`src/rtl/i2c_sensor_target.sv`:
```
// I2C target emulating an on-board sensor: oversampled SCL/SDA, START/STOP decode,
// register pointer write, forwarded write bytes and 16-bit MSB-first register reads.
module i2c_sensor_target #(
  parameter logic [6:0]  DEV_ADDR  = 7'h48,
  parameter int unsigned PTR_WIDTH = 8
) (
  input  logic                 clk,
  input  logic                 rst_n,
  input  logic                 scl_i,
  input  logic                 sda_i,
  output logic                 sda_oe_o,
  output logic [PTR_WIDTH-1:0] reg_ptr_o,
  input  logic [15:0]          reg_rdata_i,
  output logic [7:0]           wr_data_o,
  output logic                 wr_valid_o,
  output logic                 busy_o
);

  localparam int unsigned CNT_W = 4;

  typedef enum logic [3:0] {
    S_IDLE, S_ADDR, S_ADDR_ACK, S_PTR, S_WR_DATA, S_WR_ACK, S_RD_DATA, S_RD_ACK, S_IGNORE
  } state_e;

  state_e               state_q, state_d;
  logic [CNT_W-1:0]     bit_cnt_q, bit_cnt_d;
  logic [7:0]           shift_q, shift_d;
  logic [7:0]           snap_lo_q, snap_lo_d;
  logic                 rw_q, rw_d;
  logic                 byte_sel_q, byte_sel_d;
  logic                 sda_oe_q, sda_oe_d;
  logic [PTR_WIDTH-1:0] reg_ptr_q, reg_ptr_d;
  logic [7:0]           wr_data_q, wr_data_d;
  logic                 wr_valid_q, wr_valid_d;
  logic                 busy_q, busy_d;

  logic scl_s1_q, scl_s2_q, scl_d_q;
  logic sda_s1_q, sda_s2_q, sda_d_q;

  logic       scl_rise, scl_fall, start_det, stop_det, load_rd;
  logic [7:0] byte_in;

  // Two-flop synchronizers plus one delay stage for edge detection
  always_ff @(posedge clk or negedge rst_n) begin
    if (!rst_n) begin
      scl_s1_q <= 1'b1;
      scl_s2_q <= 1'b1;
      scl_d_q  <= 1'b1;
      sda_s1_q <= 1'b1;
      sda_s2_q <= 1'b1;
      sda_d_q  <= 1'b1;
    end else begin
      scl_s1_q <= scl_i;
      scl_s2_q <= scl_s1_q;
      scl_d_q  <= scl_s2_q;
      sda_s1_q <= sda_i;
      sda_s2_q <= sda_s1_q;
      sda_d_q  <= sda_s2_q;
    end
  end

  assign scl_rise  = scl_s2_q & ~scl_d_q;
  assign scl_fall  = ~scl_s2_q & scl_d_q;
  assign start_det = scl_s2_q & scl_d_q & sda_d_q & ~sda_s2_q;
  assign stop_det  = scl_s2_q & scl_d_q & ~sda_d_q & sda_s2_q;
  assign byte_in   = {shift_q[6:0], sda_s2_q};

  always_ff @(posedge clk or negedge rst_n) begin
    if (!rst_n) begin
      state_q    <= S_IDLE;
      bit_cnt_q  <= '0;
      shift_q    <= '0;
      snap_lo_q  <= '0;
      rw_q       <= 1'b0;
      byte_sel_q <= 1'b0;
      sda_oe_q   <= 1'b0;
      reg_ptr_q  <= '0;
      wr_data_q  <= '0;
      wr_valid_q <= 1'b0;
      busy_q     <= 1'b0;
    end else begin
      state_q    <= state_d;
      bit_cnt_q  <= bit_cnt_d;
      shift_q    <= shift_d;
      snap_lo_q  <= snap_lo_d;
      rw_q       <= rw_d;
      byte_sel_q <= byte_sel_d;
      sda_oe_q   <= sda_oe_d;
      reg_ptr_q  <= reg_ptr_d;
      wr_data_q  <= wr_data_d;
      wr_valid_q <= wr_valid_d;
      busy_q     <= busy_d;
    end
  end

  always_comb begin
    state_d    = state_q;
    bit_cnt_d  = bit_cnt_q;
    shift_d    = shift_q;
    snap_lo_d  = snap_lo_q;
    rw_d       = rw_q;
    byte_sel_d = byte_sel_q;
    sda_oe_d   = sda_oe_q;
    reg_ptr_d  = reg_ptr_q;
    wr_data_d  = wr_data_q;
    wr_valid_d = 1'b0;
    busy_d     = busy_q;
    load_rd    = 1'b0;

    // Bus conditions take precedence over any SCL edge in the same cycle
    if (start_det) begin
      state_d    = S_ADDR;
      bit_cnt_d  = '0;
      sda_oe_d   = 1'b0;
      byte_sel_d = 1'b0;
      busy_d     = 1'b0;
    end else if (stop_det) begin
      state_d    = S_IDLE;
      sda_oe_d   = 1'b0;
      byte_sel_d = 1'b0;
      busy_d     = 1'b0;
    end else begin
      unique case (state_q)
        S_ADDR: begin
          if (scl_rise) begin
            shift_d   = byte_in;
            bit_cnt_d = bit_cnt_q + CNT_W'(1);
          end else if (scl_fall && bit_cnt_q == CNT_W'(8)) begin
            if (shift_q[7:1] == DEV_ADDR) begin
              state_d  = S_ADDR_ACK;
              sda_oe_d = 1'b1;
              busy_d   = 1'b1;
              rw_d     = shift_q[0];
            end else begin
              state_d = S_IGNORE;
            end
          end
        end
        S_ADDR_ACK: begin
          if (scl_fall) begin
            bit_cnt_d = '0;
            if (rw_q) begin
              state_d = S_RD_DATA;
              load_rd = 1'b1;
            end else begin
              state_d  = S_PTR;
              sda_oe_d = 1'b0;
            end
          end
        end
        S_PTR, S_WR_DATA: begin
          if (scl_rise) begin
            shift_d   = byte_in;
            bit_cnt_d = bit_cnt_q + CNT_W'(1);
            if (bit_cnt_q == CNT_W'(7)) begin
              if (state_q == S_PTR) begin
                reg_ptr_d = PTR_WIDTH'(byte_in);
              end else begin
                wr_data_d  = byte_in;
                wr_valid_d = 1'b1;
              end
            end
          end else if (scl_fall && bit_cnt_q == CNT_W'(8)) begin
            state_d  = S_WR_ACK;
            sda_oe_d = 1'b1;
          end
        end
        S_WR_ACK: begin
          if (scl_fall) begin
            state_d   = S_WR_DATA;
            sda_oe_d  = 1'b0;
            bit_cnt_d = '0;
          end
        end
        S_RD_DATA: begin
          if (scl_rise) begin
            bit_cnt_d = bit_cnt_q + CNT_W'(1);
          end else if (scl_fall) begin
            if (bit_cnt_q == CNT_W'(8)) begin
              state_d  = S_RD_ACK;
              sda_oe_d = 1'b0;
            end else begin
              shift_d  = {shift_q[6:0], 1'b0};
              sda_oe_d = ~shift_q[6];
            end
          end
        end
        S_RD_ACK: begin
          // bit_cnt==9 marks that the controller acknowledged this byte
          if (scl_rise) begin
            bit_cnt_d = CNT_W'(9);
            if (byte_sel_q) reg_ptr_d = reg_ptr_q + PTR_WIDTH'(1);
            if (sda_s2_q) begin
              state_d    = S_IGNORE;
              byte_sel_d = 1'b0;
              busy_d     = 1'b0;
            end else begin
              byte_sel_d = ~byte_sel_q;
            end
          end else if (scl_fall && bit_cnt_q == CNT_W'(9)) begin
            state_d = S_RD_DATA;
            load_rd = 1'b1;
          end
        end
        default: ;
      endcase
    end

    // Read byte load: MSB half snapshots the register, LSB half replays the snapshot
    if (load_rd) begin
      bit_cnt_d = '0;
      if (!byte_sel_q) begin
        snap_lo_d = reg_rdata_i[7:0];
        shift_d   = reg_rdata_i[15:8];
        sda_oe_d  = ~reg_rdata_i[15];
      end else begin
        shift_d  = snap_lo_q;
        sda_oe_d = ~snap_lo_q[7];
      end
    end
  end

  assign sda_oe_o   = sda_oe_q;
  assign reg_ptr_o  = reg_ptr_q;
  assign wr_data_o  = wr_data_q;
  assign wr_valid_o = wr_valid_q;
  assign busy_o     = busy_q;

endmodule

```
`config.mk`:
```
export PLATFORM = sky130hd
export DESIGN_NAME = i2c_sensor_target
export DESIGN_NICKNAME = d
export VERILOG_FILES = /design/src/rtl/i2c_sensor_target.sv
export SDC_FILE = /design/constraint.sdc
export NUM_CORES = 1
export LEC_CHECK = 0
export ABC_AREA = 1
export BUFFER_PORTS_ARGS = -buffer_cell sky130_fd_sc_hd__buf_2
export CAP_MARGIN = 20
export CORE_MARGIN = 2
export CORE_UTILIZATION = 43
export CTS_CLUSTER_DIAMETER = 150
export CTS_CLUSTER_SIZE = 10
export DETAILED_ROUTE_END_ITERATION = 10
export GPL_TIMING_DRIVEN = 1
export MAX_ROUTING_LAYER = met4
export PLACE_DENSITY = 0.7
export SYNTH_ARGS = -nofsm -noshare
export SYNTH_HDL_FRONTEND = slang
export SYNTH_SLANG_ARGS = --single-unit
```
`constraint.sdc`:
```
create_clock -name clk -period 2 [get_ports clk]
set_input_delay 0.2 -clock clk [delete_from_list [all_inputs] [get_ports clk]]
set_output_delay 0.2 -clock clk [all_outputs]
set_load 0.01 [all_outputs]
```
==> results.py <==
metrics = {
    "outcome": {
        "outcome": "completed",
    },
    "floorplan": {
        "rows": 30,
        "initial_core_util_pct": 44.19,
        "die_area_sq_um": 7586,
        "io_pins": 39,
        "core_area_sq_um": 6719,
        "dieHeight_microns": 87.10,
        "fp.dieW_microns": 87.10,
    },
    "logic_synthesis": {
        "ys_seq_area_share_pct": 43.24,
        "muxShareOfSynthArea_pct": 4.046,
        "synth_compound_area_share_pct": 9.229,
        "synth_edf_count": 0,
        "synth_cells": 384,
        "synthFlopType": "dfrtp_1",
        "synth_warnings": 0,
        "synth_seq_cells": 51,
        "syn_avg_cell_area_sq_um": 7.732,
        "synth_nets": 408,
        "synth_fa_ha_area_share_pct": 1.686,
        "synth_cell_types": 35,
        "yosys.area_share.simple_pct": 35.27,
        "synthesis.area_sq_um": 2969,
        "synthArstFlopShare_pct": 100.0,
        "synth_xor_area_share_pct": 0.5900,
        "synth_top_family_by_area": "simple AND/OR/NAND/NOR gates",
    },
    "layout": {
        "antennaDiodeCount": 0,
        "finalInstanceArea_sq_um": 3387,
        "mostFrequentLayoutCell": "nand2_1",
        "finalNetCount": 453,
        "syn_to_final_growth_pct": 14.08,
        "layout-drive-gt1-share_pct": 23.72,
        "final_cell_mix": "127 x nand2_1, 46 x nand3_1, 45 x dfrtp_1, 38 x buf_2, 25 x inv_1",
        "nFillCells": 665,
    },
    "cts": {
        "cts_root_buf": "clkbuf_8",
        "cts_tree": "built",
        "clkLatencyLatePin_ns": 0.32,
        "cts.path.max_buffers": 2,
        "path_clk_slew_ns": 0.10,
        "cts_sinks": 51,
        "cts.repair.resized": 0,
        "numCtsBuffers": 5,
        "htree_levels": 2,
    },
    "global_routing": {
        "grt_use_met2_pct": 29.35,
        "grt.total_usage_pct": 19.47,
        "grt_max_degree": 30,
        "grtUsageMet1_pct": 26.72,
        "antenna_found_initial": 0,
        "grt.busiest_layer": "met2",
        "grt_pass1_wl_microns": 11250,
        "grtUsageMet3_pct": 3.412,
        "overflow": 0,
        "grt_pass1_vias": 2391,
    },
    "critical_path": {
        "endpoint_kind": "flip-flop",
        "cp_max_fo": 8,
        "path_class": "reg -> reg",
        "required_ns": 2.20,
        "ff2ff_setup_slack_ns": 0.12,
        "cp-start-kind": "flip-flop",
        "cp.arrival_ns": 2.08,
    },
    "timing": {
        "worst_slack_ns": 0.1242,
        "slew_headroom_pct": 63.97,
        "min_period_ns": 1.876,
        "fin_setup_tns_ns": 0,
        "tightest_slew_ns": 0.5405,
        "holdWs_ns": 0.1086,
        "finClkSkew_ns": 0.01591,
        "setup_viol": 0,
        "timing.fmax_ghz": 0.5331,
        "rsz0062_at_grt": "false",
        "finalHoldViolCount": 0,
        "post-route-period-util_pct": 93.79,
        "drv_slew": 0,
    },
    "placed_design": {
        "place_hpwl_microns": 5189,
        "place_area_sq_um": 3261,
        "gp_congestion": 1.014,
        "dp_slack_ns": 0.2228,
        "portBuffers": 38,
    },
    "flow_run": {
        "drv_cap": 0,
    },
    "routing": {
        "drc": 0,
        "ant_nets": 0,
        "wirelength_microns": 6934,
        "avgViaCountPerCell": 5.212,
        "wl_per_cell_microns": 13.60,
        "first_pass_iters": 5,
        "drtIter0Drc": 227,
        "num_vias": 2658,
    },
    "min_path": {
        "holdCritPathClass": "in -> reg",
    },
    "pwr": {
        "totalPowerFinal_mw": 2.431,
        "pwr_density_cell_nw_per_um2": 717.7,
        "vdd_drop_max_v": 0.0004246,
        "p_leak_nw": 1.788,
    },
}
[layer usage]
layer  vias up  routed length, microns
li1       1341                       -
met2        82                    3183
met1      1226                    3298
met3         9                     341
met5         -                       0
met4         0                     111
[state kept, by name, summed over array words and instances (netlist names), 4 cells and up]
signal	cells
wr_data_o	8
snap_lo_q	8
bit_cnt_q	4
state_q	4
shift_q	8
reg_ptr_o	8
[cell families after synthesis]
kind of cell / Yosys count
fa+ha+maj: 4
mux: 8
buf+inv: 43
simple gates: 228
flops: 51
compound gates: 48
xor+xnor: 2
[synthesized netlist by cell type (2+ instances only)]
cell	number	area share, %
nand2_1	127	16
nand3_1	46	7.8
dfrtp_1	45	38
inv_1	25	3.2
nor2_1	24	3.0
o21ai_0	20	3.4
inv_2	11	1.4
a21oi_1	10	1.7
mux2_4	8	4.0
o21ai_1	8	1.3
nand2_2	7	1.5
dfstp_2	6	5.3
nor2_4	6	2.3
nor2_2	5	1.1
ha_1	4	1.7
nand4_1	4	0.84
buf_2	3	0.51
nand2_4	3	1.1
a22oi_1	2	0.51
a31oi_1	2	0.42
clkbuf_1	2	0.25
o211ai_1	2	0.51
o21ai_2	2	0.59
[worst max-delay path: stages, from the launching register on]
cell and delay, ns:
dfstp_2 0.62, inv_1 0.14, nand4_1 0.24, nand2_4 0.14, a21oi_1 0.31, nand2_1 0.08
nand4_1 0.13, o21ai_0 0.09
[where the power goes]
part           switching [mW]  leakage (nW)  internal [mW]
Combinational           0.295          1.10          0.179
Clock                   0.390        0.0463          0.258
Sequential              0.150         0.637           1.16
Total                   0.835          1.79           1.60
[layout make-up]
type	count	area, sq um	share of cell area, %
Clock inverter	3	27.53	0.8127
Sequential cell	51	1284	37.90
Multi-Input combinational cell	290	1509	44.55
Clock buffer	5	68.82	2.032
Inverter	36	135.1	3.990
Timing Repair Buffer	45	262.8	7.758
Tap cell	80	100.1	2.955
[stage by stage]
stage | instances | utilization [%]
final | 510 | 50.41
after global routing | 510 | 50.41
after CTS | 510 | 50.41
after detailed placement | 499 | 48.53
after global placement | 499 | 48.53
after floorplan | 384 | -
[timing repair]
action | 4_1_cts | 5_1_grt
endpoints found under the hold margin | 18 | 0
setup endpoints to repair | 0 | 0
hold buffers | 3 | 0
buffers inserted | 0 | 0
[path summary, 6_finish.rpt]
kind	startpoint	endpoint	cells after the start
hold reg to reg	scl_s1_q$_DFF_PN1_	scl_s2_q$_DFF_PN1_	0
hold / removal	reg_rdata_i[7]	snap_lo_q[7]$_DFFE_PN0P_	2
setup reg to reg	sda_s2_q$_DFF_PN1_	busy_o$_DFFE_PN0P_	7
setup / recovery	sda_s2_q$_DFF_PN1_	busy_o$_DFFE_PN0P_	7
min in group asynchronous	rst_n	bit_cnt_q[2]$_DFFE_PN0P_	2
max in group asynchronous	rst_n	shift_q[1]$_DFFE_PN0P_	3
Power figures use the tool's default switching activity.
